## src/rtl/mem_port_arbiter.sv

```systemverilog
// Shared single-port memory arbiter for the IF and MEM-stage ports.
// Data port wins ties; a starvation counter forces fetch progress.
module mem_port_arbiter #(
  parameter int ADDR_W     = 32,
  parameter int DATA_W     = 32,
  parameter int MEM_LAT    = 2,
  parameter int STARVE_MAX = 4
) (
  input  logic              clk,
  input  logic              rst,
  input  logic              if_req,
  input  logic [ADDR_W-1:0] if_addr,
  output logic              if_ready,
  output logic [DATA_W-1:0] if_rdata,
  input  logic              d_req,
  input  logic              d_we,
  input  logic [ADDR_W-1:0] d_addr,
  input  logic [DATA_W-1:0] d_wdata,
  output logic              d_ready,
  output logic [DATA_W-1:0] d_rdata,
  output logic              mem_en,
  output logic              mem_we,
  output logic [ADDR_W-1:0] mem_addr,
  output logic [DATA_W-1:0] mem_wdata,
  input  logic [DATA_W-1:0] mem_rdata,
  output logic              pipe_stall
);

  localparam int CW = 4;
  localparam int SW = $clog2(STARVE_MAX + 1);

  typedef enum logic [1:0] {
    IDLE,
    ISSUE,
    WAIT,
    RESP
  } state_t;

  typedef struct packed {
    logic              own_d;
    logic              we;
    logic [ADDR_W-1:0] addr;
    logic [DATA_W-1:0] wdata;
  } cmd_t;

  state_t            state_q;
  state_t            state_d;
  cmd_t              cmd_q;
  cmd_t              cmd_d;
  logic [CW-1:0]     cnt_q;
  logic [SW-1:0]     starve_q;
  logic [DATA_W-1:0] if_rdata_q;
  logic [DATA_W-1:0] d_rdata_q;
  logic              take;
  logic              gnt_d;
  logic              starved;
  logic              last_wait;

  assign starved   = (starve_q == SW'(STARVE_MAX));
  assign last_wait = (state_q == WAIT) && (cnt_q == CW'(1));

  // Pick a winner; data wins ties unless fetch is starved.
  always_comb begin
    gnt_d = 1'b0;
    unique case (1'b1)
      d_req & ~if_req: gnt_d = 1'b1;
      if_req & ~d_req: gnt_d = 1'b0;
      default:         gnt_d = ~starved;
    endcase
  end

  // Command captured at grant; fetches never write.
  always_comb begin
    cmd_d       = cmd_q;
    cmd_d.own_d = gnt_d;
    cmd_d.we    = gnt_d & d_we;
    cmd_d.addr  = gnt_d ? d_addr : if_addr;
    cmd_d.wdata = gnt_d ? d_wdata : cmd_q.wdata;
  end

  // Next-state logic for the transaction sequencer.
  always_comb begin
    state_d = state_q;
    take    = 1'b0;
    case (state_q)
      IDLE: begin
        if (if_req | d_req) begin
          take    = 1'b1;
          state_d = ISSUE;
        end
      end
      ISSUE: state_d = WAIT;
      WAIT: begin
        if (cnt_q == CW'(1)) state_d = RESP;
      end
      RESP:    state_d = IDLE;
      default: state_d = IDLE;
    endcase
  end

  // State register.
  always_ff @(posedge clk or negedge rst) begin
    if (!rst) state_q <= IDLE;
    else      state_q <= state_d;
  end

  // Registered command held for the whole transaction.
  always_ff @(posedge clk or negedge rst) begin
    if (!rst)      cmd_q <= '0;
    else if (take) cmd_q <= cmd_d;
  end

  // Starvation counter: counts data wins over a waiting fetch.
  always_ff @(posedge clk or negedge rst) begin
    if (!rst) begin
      starve_q <= '0;
    end else if (take) begin
      if (!gnt_d)              starve_q <= '0;
      else if (if_req && !starved) starve_q <= starve_q + SW'(1);
    end
  end

  // Latency counter loaded at issue, counts down through WAIT.
  always_ff @(posedge clk or negedge rst) begin
    if (!rst)                    cnt_q <= '0;
    else if (state_q == ISSUE)   cnt_q <= CW'(MEM_LAT);
    else if (state_q == WAIT)    cnt_q <= cnt_q - CW'(1);
  end

  // Read data lands in the owner's register in the last WAIT cycle.
  always_ff @(posedge clk or negedge rst) begin
    if (!rst) begin
      if_rdata_q <= '0;
      d_rdata_q  <= '0;
    end else if (last_wait && !cmd_q.we) begin
      if (cmd_q.own_d) d_rdata_q  <= mem_rdata;
      else             if_rdata_q <= mem_rdata;
    end
  end

  assign mem_en    = (state_q == ISSUE);
  assign mem_we    = cmd_q.we;
  assign mem_addr  = cmd_q.addr;
  assign mem_wdata = cmd_q.wdata;

  assign if_ready  = (state_q == RESP) & ~cmd_q.own_d;
  assign d_ready   = (state_q == RESP) &  cmd_q.own_d;
  assign if_rdata  = if_rdata_q;
  assign d_rdata   = d_rdata_q;

  assign pipe_stall = (if_req & ~if_ready) | (d_req & ~d_ready);

endmodule

```

## config.mk

```make
export PLATFORM = sky130hd
export DESIGN_NAME = mem_port_arbiter
export DESIGN_NICKNAME = d
export VERILOG_FILES = /design/src/rtl/mem_port_arbiter.sv
export SDC_FILE = /design/constraint.sdc
export NUM_CORES = 1
export LEC_CHECK = 0
export BUFFER_PORTS_ARGS = -buffer_cell sky130_fd_sc_hd__buf_2
export CORE_MARGIN = 4
export CORE_UTILIZATION = 48
export DETAILED_ROUTE_END_ITERATION = 16
export HOLD_SLACK_MARGIN = 0.12
export PLACE_DENSITY = 0.87
export SYNTH_ARGS = -nofsm -noshare
export SYNTH_HDL_FRONTEND = slang
export SYNTH_SLANG_ARGS = --single-unit
```

## constraint.sdc

```tcl
create_clock -name clk -period 2.4 [get_ports clk]
set_clock_uncertainty 0.15 [all_clocks]
set_input_delay 0.24 -clock clk [delete_from_list [all_inputs] [get_ports clk]]
set_output_delay 0.24 -clock clk [all_outputs]
set_load 0.02 [all_outputs]
```

Word level (Yosys, flattened, before mapping)
Cells that the tools add are included.
{ "totals": {"regBits": 139, "latch_bits": 0, "ram_bits": 0, "romBits": 0, "input_bits": 133, "out_inout_bits": 133, "word_cells": 57, "n_memories": 0} }
{ "op_classes": {"addsub": 2, "multipliers": 0, "div_mod_pow": 0, "magnitude_cmp": 0, "eq_ne": 8, "shifts": 0, "mux": 11, "n_bitwise": 15, "n_reduce_logical": 12} }
{ "op_table": {"columns": ["op", "count"], "rows": [
  ["32-bit two-way mux", 1],
  ["2-bit AND reduction", 5],
  ["4-bit two-way mux", 2],
  ["2-bit case mux with 4 select lines", 1],
  ["1-bit bitwise AND", 7],
  ["3-bit two-way mux", 2],
  ["1-bit inverter", 6],
  ["2-bit equality test, second input constant", 2],
  ["4-bit by 1-bit equality test with 1-bit output, second input constant", 1],
  ["2-bit two-way mux", 2],
  ["2-bit by 1-bit inequality test with 1-bit output, second input constant", 2],
  ["4-bit by 1-bit subtractor with 4-bit output, second input constant", 1],
  ["3-bit by 1-bit adder with 3-bit output, second input constant", 1],
  ["3-bit equality test, second input constant", 1],
  ["1-bit logical AND", 3],
  ["2-bit by 1-bit equality test with 1-bit output, second input constant", 1],
  ["1-bit logical NOT", 2],
  ["2-bit logical NOT", 1],
  ["1-bit two-way mux", 2],
  ["2-bit inequality test, second input constant", 1],
  ["1-bit OR", 2],
  ["1-bit case mux with 2 select lines", 1],
  ["2-bit nonzero test", 1]
]} }

Logic depth before layout (Yosys ltp)
Gate-level depths: netlist of run 1.
{ "logic_depth": {"depth_word": 5, "depth_mapped": 7, "depth_no_buf": 5} }

Worst setup path before layout of run 1
OpenSTA, ideal clock, no wires.
{ "synth_timing": {"path_kind": "register to register", "start": "register cnt_q[1]", "end": "register if_rdata_q[10], in the netlist if_rdata[10]", "arrival_ns": 1.828, "required_ns": 2.125, "path_slack_ns": 0.297, "path_stages_with_launch": 7, "period_less_slack_ns": 2.103, "cell_sequence": "dfrtp_1 -> inv_1 -> ha_1 -> or3b_4 -> nor4b_4 -> buf_6 -> mux2_2"} }
{ "synth_between": {"elab_chain_cells": 4} }
{ "synth_rtl": {"columns": ["item", "line", "source"], "rows": [
  ["start: declaration", "50", "logic [CW-1:0] cnt_q;"],
  ["start signal: assignment", "126", "else if (state_q == ISSUE) cnt_q <= CW'(MEM_LAT);"],
  ["start signal: assignment", "127", "else if (state_q == WAIT) cnt_q <= cnt_q - CW'(1);"],
  ["4-bit by 1-bit equality test with 1-bit output", "60", "assign last_wait = (state_q == WAIT) && (cnt_q == CW'(1));"],
  ["1-bit logical AND", "60", null],
  ["1-bit logical AND", "135", "end else if (last_wait && !cmd_q.we) begin"],
  ["2-bit AND reduction (no source line)", null, null],
  ["end signal: assignment", "137", "else if_rdata_q <= mem_rdata;"],
  ["end: declaration", "52", "logic [DATA_W-1:0] if_rdata_q;"]
]} }
No other way between the ends.
A chain may end at the register's enable or synchronous reset.

Final worst setup path of run 1
{ "layout_timing": {"start": "register state_q[1]", "end": "register cmd_q (netlist bit mem_addr[24])"} }
{ "layout_between": {"elab_chain_cells": 2} }
{ "layout_rtl": {"columns": ["item", "line", "source"], "rows": [
  ["start: declaration", "46", "state_t state_q;"],
  ["start signal: assignment", "104", "else state_q <= state_d;"],
  ["2-bit logical NOT", "85", "case (state_q)"],
  ["1-bit two-way mux", "85", null],
  ["end signal: assignment", "110", "else if (take) cmd_q <= cmd_d;"],
  ["end: declaration", "48", "cmd_t cmd_q;"]
]} }
No other way between the ends.

==> results of run 1 <==
timing repair:
action,4_1_cts,5_1_grt
hold buffers,131,0
endpoints found under the setup margin,0,5
endpoints found under the hold margin,229,0
resized for setup,0,4
critical path, delay by kind of cell, from the launching register on:
family          cells  cell delay, ns
compound gates      2            0.29
flops               1            0.41
buf+inv             3            0.92
simple gates        1            0.13
fa+ha+maj           1            0.22
final timing paths:
check                                 to  slack, ns  depth (start not counted)
setup / recovery            mem_addr[24]       0.14                          7
hold / removal               starve_q[0]       0.15                          4
setup reg to reg            mem_addr[24]       0.14                          7
hold reg to reg            mem_wdata[11]       0.33                          1
max in group asynchronous   mem_wdata[4]       1.20                          3
min in group asynchronous  mem_wdata[10]       0.24                          2
cells in the mapped netlist (5+ instances only):
cell type,instances,area [um^2]
buf_6,6,67.6
clkbuf_1,24,90.1
dfrtp_1,139,3480
inv_1,10,37.5
a31oi_1,34,213
nor2_1,33,124
nand2_1,5,18.8
a21oi_1,35,175
ha_1,11,138
o21ai_0,36,180
mux2_2,92,1040
buf_4,67,503
nand3_1,5,25.0
area by class of cell:
type / count / area, um^2 / share of cell area, %
Sequential cell: 139 / 3480 / 37.5
Timing Repair Buffer: 408 / 2800 / 30.1
Antenna cell: 1 / 2.50 / 0.0269
Inverter: 10 / 37.5 / 0.404
Clock buffer: 22 / 474 / 5.11
Multi-Input combinational cell: 280 / 2190 / 23.6
Clock inverter: 10 / 92.6 / 0.997
Tap cell: 172 / 215 / 2.32
logic make-up after synthesis:
| group | Yosys count |
|---|---|
| muxes | 98 |
| buffers and inverters | 108 |
| adders and majority gates | 11 |
| and+or+nand+nor | 58 |
| AOI/OAI and AO/OA | 113 |
| DFF | 139 |
flip-flops by register name, indices dropped and copies added, names as in the netlist:
signal,cells
d_rdata,32
if_rdata,32
mem_addr,32
mem_wdata,32
cnt_q,4
starve_q,3
state_q,2
cmd_q,1
mem_we,1
per-layer routing:
metal,vias to the layer above,share of wire (%),routed length (um),GRT usage (%)
li1,2442,-,-,-
met1,2629,37,7170,29.2
met2,308,51,9730,44.8
met3,51,8.3,1600,6.50
met4,0,3.4,644,12.9
met5,-,0,0,0
power by group through the flow:
stage               registers [mW]  clock network, mW  logic [mW]
finish                        4.04               2.46        4.96
global route                  4.14               2.63        5.36
CTS                           4.00               2.50        4.90
detailed placement            4.02                  0        4.66
global placement              3.98                  0        4.52
floorplan                     4.44                  0        3.28
==> run_results.csv, run 1 <==
group,metric,value,unit
timing,final.setup.tns,0,ns
cells_and_area,drive_gt1_share,46.8,%
die,pin_count,266,
power_and_ir_drop,seqPwrFrac,35.2,%
worst_setup_path,worstPathRequired,2.53,ns
clocking,clk_path_buf_depth,2,
clocking,h-tree-depth,4,
power_and_ir_drop,totalPowerFinal,11.5,mW
run_status,outcome,"finished clean",
grt,track_usage,25.7,%
power_and_ir_drop,pwr-share-comb,43.3,%
cells_and_area,fin_area,9290,um^2
die,die_h,123,um
grt,grt_antenna_before_repair,0,
grt,grt_pass1_vias,5815,
drt,viasPerCell,5.21,
drt,drt-total-wl,19.1,mm
logic_synthesis,synthMuxAreaShare,17.4,%
worst_setup_path,crit_slowest_cell,"dlygate4sd3_1",
timing,tightest_slew,0.537,ns
timing,fmax,443,MHz
timing,maxSlewHeadroom,64.2,%
worst_setup_path,reg2reg_from,"state_q[1]",
hold_path,min-delay-start,"if_req",
flow_run,maxCapViolCount,0,
drt,drcViolationCount,0,
placed_design,place_congestion,0.788,
placed_design,io_buffers,265,
die,start_util,49.8,%
logic_synthesis,synth-async-reset-ratio,100,%
worst_setup_path,worstSetupStartpointType,"flip-flop",
timing,fin_crit,2.26,ns
timing,hold_viol,0,
timing,fin_ws,0.144,ns
power_and_ir_drop,swShare,39.0,%
cells_and_area,area_growth,46.0,%
clocking,cts.sinks,139,
clocking,post_cts_buffers,0,
logic_synthesis,synth-simple-area-share,4.78,%
worst_setup_path,worstPathArrival,2.39,ns
cells_and_area,layout.cells.non_filler,1042,
power_and_ir_drop,clkPwrFrac,21.5,%
cells_and_area,final_util,72.7,%
drt,drt_iter0_drc,383,
logic_synthesis,synthCells,527,
drt,antenna_left,0,
logic_synthesis,synth-compound-area-share,9.93,%
die,core,12800,um^2
cells_and_area,num-nets-final,1000,
clocking,clk_latency,0.40,ns
timing,finalSetupViolCount,0,
logic_synthesis,synth-main-ff-cell,"dfrtp_1",
cells_and_area,final_common_cell,"buf_2",
clocking,cts_tree,"done",
power_and_ir_drop,peakVddDrop,0.649,mV
placed_design,numPlacedInstances,878,
power_and_ir_drop,power_density,1230,nW/um^2
clocking,numCtsBuffers,17,
placed_design,dp_hpwl,11.0,mm
cells_and_area,nFillCells,778,
die,num_rows,41,
logic_synthesis,synthXorXnorAreaFrac,0,%
placed_design,placed_area,7390,um^2
die,die_w,123,um
timing,rsz0062_at_grt,"no",
drt,vias,5430,
hold_path,hold_class,"in -> reg",
logic_synthesis,synth_top_family_by_area,"multiplexers",
drt,firstDrtPassIters,6,
timing,fin_crit_sh,94.0,%
clocking,cts_root_buf,"clkbuf_16",
worst_setup_path,path_max_fanout,35,
logic_synthesis,synthAdderAreaFrac,2.16,%
drt,wire_per_inst,18.4,um
logic_synthesis,synth_warnings,0,
worst_setup_path,startpoint,"state_q[1]",
power_and_ir_drop,p_int,6.99,mW
worst_setup_path,worstPathCellList,"inv_1, ha_2, nand2b_1, buf_6, a31oi_1, a21oi_1, dlygate4sd3_1",
logic_synthesis,synth_cell_types,36,
logic_synthesis,synth_seq_cells,139,
logic_synthesis,avgSynthCellArea,12.1,um^2
grt,grt-ovfl-total,0,
logic_synthesis,syn_nets,671,
power_and_ir_drop,p_sw,4.47,mW
timing,drv_slew,0,
logic_synthesis,ys_seq_area_share,54.7,%
cells_and_area,most-common-layout-cells,"264 x buf_2, 139 x dfrtp_1, 131 x dlygate4sd3_1",
logic_synthesis,syn_area,6360,um^2
power_and_ir_drop,leakagePower,4.49,nW
timing,fin_hold_ws,0.146,ns
grt,grt_pass1_wl,29.8,mm
clocking,clkTransAtPathRegs,0.05,ns
worst_setup_path,crit_type,"reg -> reg",
worst_setup_path,slowest_delay,0.56,ns
logic_synthesis,synth-edff-count,0,
worst_setup_path,endpoint_kind,"flip-flop",
grt,grt_max_degree,58,
placed_design,dp_slack,0.237,ns
die,die-area,15200,um^2
Note: power is estimated with default switching activity, not from simulation.
==> run 2, diff against run 1 <==
--- a/config.mk
+++ b/config.mk
@@ -11,5 +11,6 @@
 export DETAILED_ROUTE_END_ITERATION = 16
 export HOLD_SLACK_MARGIN = 0.12
-export PLACE_DENSITY = 0.87
+export PLACE_DENSITY_LB_ADDON = 0.15
+export RECOVER_POWER = 25
 export SYNTH_ARGS = -nofsm -noshare
 export SYNTH_HDL_FRONTEND = slang
--- a/constraint.sdc
+++ b/constraint.sdc
@@ -3,3 +3,3 @@
 set_input_delay 0.24 -clock clk [delete_from_list [all_inputs] [get_ports clk]]
 set_output_delay 0.24 -clock clk [all_outputs]
-set_load 0.02 [all_outputs]
+set_load 0.01 [all_outputs]
==> run 2 against run 1 <==
Against the previous run: global-route usage down 2.2 points; count of clock-buffer cells in the layout up 3; utilization up 0.58 points; worst hold slack better by 0.011 ns; final area up 0.79%; die area unchanged; largest power group unchanged; highest routed layer unchanged.
==> run_results.csv, run 2 (synthesis gave the netlist of run 1 again) <==
group,metric,value,unit
cells_and_area,num-nets-final,1003,
worst_setup_path,worstPathRequired,2.54,ns
drt,firstDrtPassIters,5,
worst_setup_path,path_max_fanout,33,
timing,fin_crit,2.28,ns
worst_setup_path,path_buf_inv,3,
grt,track_usage,23.4,%
clocking,clk_latency,0.41,ns
clocking,cts.sinks,139,
drt,viasPerCell,5.10,
power_and_ir_drop,power_density,1210,nW/um^2
timing,fmax,439,MHz
die,pin_count,266,
die,die-area,15200,um^2
worst_setup_path,worstPathCellList,"inv_1, ha_1, and3b_2, buf_12, o21ai_0, a21oi_1, dlygate4sd3_1",
grt,grt-ovfl-total,0,
cells_and_area,most-common-layout-cells,"264 x buf_2, 139 x dfrtp_1, 131 x dlygate4sd3_1",
clocking,cts_tree,"done",
drt,wire_per_inst,16.8,um
worst_setup_path,crit_type,"reg -> reg",
die,die_w,123,um
cells_and_area,final_common_cell,"buf_2",
drt,vias,5326,
worst_setup_path,r2r_slack,0.12,ns
power_and_ir_drop,peakVddDrop,0.596,mV
timing,fin_hold_ws,0.157,ns
drt,drt-total-wl,17.6,mm
clocking,clk_path_buf_depth,2,
grt,grt_pass1_wl,27.6,mm
run_status,outcome,"finished clean",
placed_design,placed_area,7420,um^2
placed_design,dp_hpwl,11.6,mm
clocking,numCtsBuffers,17,
worst_setup_path,worstSetupStartpointType,"flip-flop",
die,core,12800,um^2
timing,hold_viol,0,
cells_and_area,fin_area,9360,um^2
grt,grt_antenna_before_repair,0,
worst_setup_path,endpoint_kind,"flip-flop",
timing,rsz0062_at_grt,"no",
timing,drv_slew,0,
worst_setup_path,slowest_delay,0.57,ns
drt,drcViolationCount,0,
die,die_h,123,um
clocking,cts_root_buf,"clkbuf_16",
cells_and_area,drive_gt1_share,46.8,%
placed_design,io_buffers,265,
timing,finalSetupViolCount,0,
timing,fin_crit_sh,94.9,%
clocking,post_cts_buffers,0,
die,num_rows,41,
grt,grt_max_degree,59,
timing,final.setup.tns,0,ns
die,start_util,49.8,%
timing,tightest_slew,1.42,ns
worst_setup_path,crit_slowest_cell,"dlygate4sd3_1",
timing,maxSlewHeadroom,5.64,%
flow_run,maxCapViolCount,0,
worst_setup_path,crit_family,"buffers and inverters",
clocking,h-tree-depth,4,
drt,antenna_left,0,
cells_and_area,area_growth,47.2,%
drt,drt_iter0_drc,317,
placed_design,place_congestion,0.793,
worst_setup_path,worstPathArrival,2.42,ns
power_and_ir_drop,leakagePower,4.52,nW
hold_path,hold_class,"in -> reg",
cells_and_area,nFillCells,861,
grt,grt_pass1_vias,5652,
clocking,clkTransAtPathRegs,0.06,ns
run 2: cell type report:
cell class                      count  area [um^2]  share of cell area [%]
Tap cell                          172          215                    2.30
Clock inverter                      7          135                    1.44
Inverter                           10         37.5                   0.401
Multi-Input combinational cell    280         2190                    23.4
Timing Repair Buffer              411         2810                    30.0
Sequential cell                   139         3480                    37.2
Antenna cell                        1         2.50                  0.0267
Clock buffer                       25          495                    5.29
run 2: through the flow:
step,total power [mW],std cells,worst slack (ns),util (%)
final,11.4,1045,0.123,73.3
after global placement,7.77,881,0.237,58.1
after global routing,12.0,1044,0.0131,73.3
after floorplan,6.92,527,0.297,-
after CTS,11.4,1044,0.0368,73.3
after detailed placement,7.94,881,0.198,58.1
run 2: worst register-to-register path, stage by stage, from the launching register on:
cell and delay [ns]:
dfrtp_1 0.38, inv_1 0.07, ha_1 0.24, and3b_2 0.25
buf_12 0.17, o21ai_0 0.23, a21oi_1 0.10, dlygate4sd3_1 0.57
run 2: repair_timing:
| action | in CTS | in global routing |
|---|---|---|
| setup endpoints to repair | 0 | 32 |
| hold endpoints to repair | 253 | 0 |
| hold buffers | 131 | 0 |
| resized for setup | 0 | 6 |
run 2: metal layers:
metal | track usage [%] | up-vias | routed length, um
li1 | - | 2446 | -
met1 | 26.3 | 2598 | 6610
met2 | 41.4 | 242 | 9040
met3 | 6.50 | 40 | 1460
met4 | 10.6 | 0 | 482
met5 | 0 | - | 0
run 2: report_power, final:
| group | leakage [nW] | internal (mW) | total (mW) | switching [mW] |
|---|---|---|---|---|
| sequential | 1.67 | 3.41 | 4.02 | 0.611 |
| combinational | 2.54 | 2.40 | 4.56 | 2.16 |
| clock | 0.311 | 1.85 | 2.77 | 0.925 |
| total | 4.52 | 7.66 | 11.4 | 3.69 |
run 2: path summary, 6_finish.rpt:
kind                              from       endpoint  cells after the start
max in group asynchronous          rst   if_rdata[31]                      3
min                             if_req    starve_q[0]                      4
min in group asynchronous          rst  mem_wdata[13]                      2
min reg2reg                if_rdata[6]    if_rdata[6]                      1
max reg2reg                starve_q[0]   mem_addr[27]                      7
max                        starve_q[0]   mem_addr[27]                      7
==> run 3, diff against run 2 <==
clock period = 2.2 ns   (was 2.4 ns; I/O delays follow)
==> run 3 against run 2 <==
Against the previous run: first-iteration DRC count up 1.6%; setup slack worse by 0.12 ns; via count up 0.86%; combinational power down 2%; critical path depth unchanged; flip-flop and latch count unchanged; fmax up 3.8%; worst hold slack better by 0.17 ns.
==> run_results.csv, run 3 (synthesis gave the netlist of run 1 again) <==
group,metric,value,unit
timing,fmax,456,MHz
worst_setup_path,crit_slowest_cell,"or3b_4",
drt,drt-total-wl,17.9,mm
clocking,cts_root_buf,"clkbuf_16",
clocking,clk_latency,0.40,ns
drt,drcViolationCount,0,
hold_path,hold_class,"reg -> reg",
die,die_h,123,um
clocking,h-tree-depth,4,
power_and_ir_drop,p_sw,3.97,mW
drt,viasPerCell,5.12,
clocking,clkTransAtPathRegs,0.06,ns
clocking,cts.sinks,139,
hold_path,whs_path_depth,1,
cells_and_area,nFillCells,908,
power_and_ir_drop,swShare,34.7,%
timing,hold_viol,0,
flow_run,maxCapViolCount,0,
die,die_w,123,um
drt,wire_per_inst,17.0,um
worst_setup_path,slowest_delay,0.40,ns
cells_and_area,area_growth,46.8,%
worst_setup_path,worstPathRequired,2.33,ns
clocking,clk_path_buf_depth,2,
drt,vias,5372,
power_and_ir_drop,clkPwrFrac,22.7,%
die,start_util,49.8,%
cells_and_area,fin_area,9340,um^2
power_and_ir_drop,p_int,7.48,mW
grt,grt_pass1_wl,27.6,mm
worst_setup_path,cp_num_cells,7,
worst_setup_path,path_buf_inv,3,
grt,grt-ovfl-total,0,
die,pin_count,266,
power_and_ir_drop,seqPwrFrac,38.2,%
die,die-area,15200,um^2
cells_and_area,most-common-layout-cells,"265 x buf_2, 139 x dfrtp_1, 131 x dlygate4sd3_1",
timing,rsz0062_at_grt,"yes",
clocking,numCtsBuffers,17,
timing,maxSlewHeadroom,11.8,%
power_and_ir_drop,leakagePower,4.52,nW
power_and_ir_drop,power_density,1230,nW/um^2
power_and_ir_drop,pwr-share-comb,39.1,%
worst_setup_path,crit_type,"reg -> reg",
drt,firstDrtPassIters,5,
worst_setup_path,worstSetupStartpointType,"flip-flop",
timing,fin_crit_sh,99.7,%
cells_and_area,drive_gt1_share,47.1,%
grt,grt_antenna_before_repair,0,
cells_and_area,multiInputGateArea,2190,um^2
placed_design,dp_hpwl,11.2,mm
placed_design,io_buffers,265,
grt,grt_max_degree,61,
die,num_rows,41,
timing,finalSetupViolCount,0,
power_and_ir_drop,peakVddDrop,0.629,mV
placed_design,placed_area,7420,um^2
placed_design,numPlacedInstances,880,
worst_setup_path,worstPathCellList,"inv_2, ha_1, or3b_4, nor4b_4, buf_6, clkbuf_16, mux2_2",
grt,track_usage,23.1,%
worst_setup_path,path_max_fanout,10,
cells_and_area,regArea,3480,um^2
worst_setup_path,crit_family,"simple AND/OR/NAND/NOR gates",
power_and_ir_drop,totalPowerFinal,11.4,mW
run_status,outcome,"finished clean",
worst_setup_path,reg2regPathDepth,7,
die,core,12800,um^2
drt,drt_iter0_drc,322,
grt,grt_pass1_vias,5667,
cells_and_area,layout.cells.non_filler,1049,
placed_design,place_congestion,0.798,
timing,fin_crit,2.19,ns
worst_setup_path,endpoint_kind,"flip-flop",
drt,antenna_left,0,
cells_and_area,num-nets-final,1008,
timing,tightest_slew,1.32,ns
timing,drv_slew,0,
clocking,cts_tree,"done",
worst_setup_path,worstPathArrival,2.32,ns
cells_and_area,final_common_cell,"buf_2",
-- run 3: area by class of cell --
type                       instances  area share [%]
antenna                            1          0.0268
clock buffer                      20            4.78
clock inverter                    11            1.05
inverter                          10           0.402
multi-input combinational        280            23.5
sequential                       139            37.3
tap                              172            2.31
timing repair buffer             416            30.7
-- run 3: worst paths after layout --
kind                             start           to  slack, ns
setup / recovery              cnt_q[1]  if_rdata[0]      0.007
hold / removal             if_rdata[4]  if_rdata[4]       0.33
setup reg to reg              cnt_q[1]  if_rdata[0]      0.007
hold reg to reg            if_rdata[4]  if_rdata[4]       0.33
max in group asynchronous          rst   state_q[1]       0.41
min in group asynchronous          rst  d_rdata[12]       0.65
-- run 3: metal layers --
metal	GRT usage, %	wire length, um	up-vias
li1	-	-	2458
met5	0	0	-
met1	27.2	6710	2584
met3	5.99	1390	50
met2	40.1	9290	280
met4	9.76	484	0
-- run 3: timing repair --
item | in CTS | in global routing
pin swaps | 0 | 1
hold buffers | 132 | 0
gates cloned | 0 | 2
buffers inserted | 0 | 3
hold endpoints to repair | 270 | 0
endpoints found under the setup margin | 3 | 32
resized for setup | 1 | 4
-- run 3: power groups by stage --
stage / logic (mW) / registers [mW] / clock network [mW]
after global routing: 4.89 / 4.52 / 2.78
final: 4.47 / 4.38 / 2.60
after detailed placement: 4.24 / 4.38 / 0
after global placement: 4.12 / 4.33 / 0
after floorplan: 3.07 / 4.49 / 0
after CTS: 4.44 / 4.36 / 2.67
-- run 3: through the flow --
step	hold slack, ns	TNS, ns	utilization (%)	setup slack (ns)
4_1_cts	0.193	0	72.8	0.0186
3_5_place_dp	-0.0438	0	58.1	0.000330
3_3_place_gp	-0.0408	0	58.1	0.0269
5_1_grt	0.349	-0.606	73.1	-0.0487
2_1_floorplan	-0.226	0	-	0.0969
6_report	0.330	0	73.1	0.00693
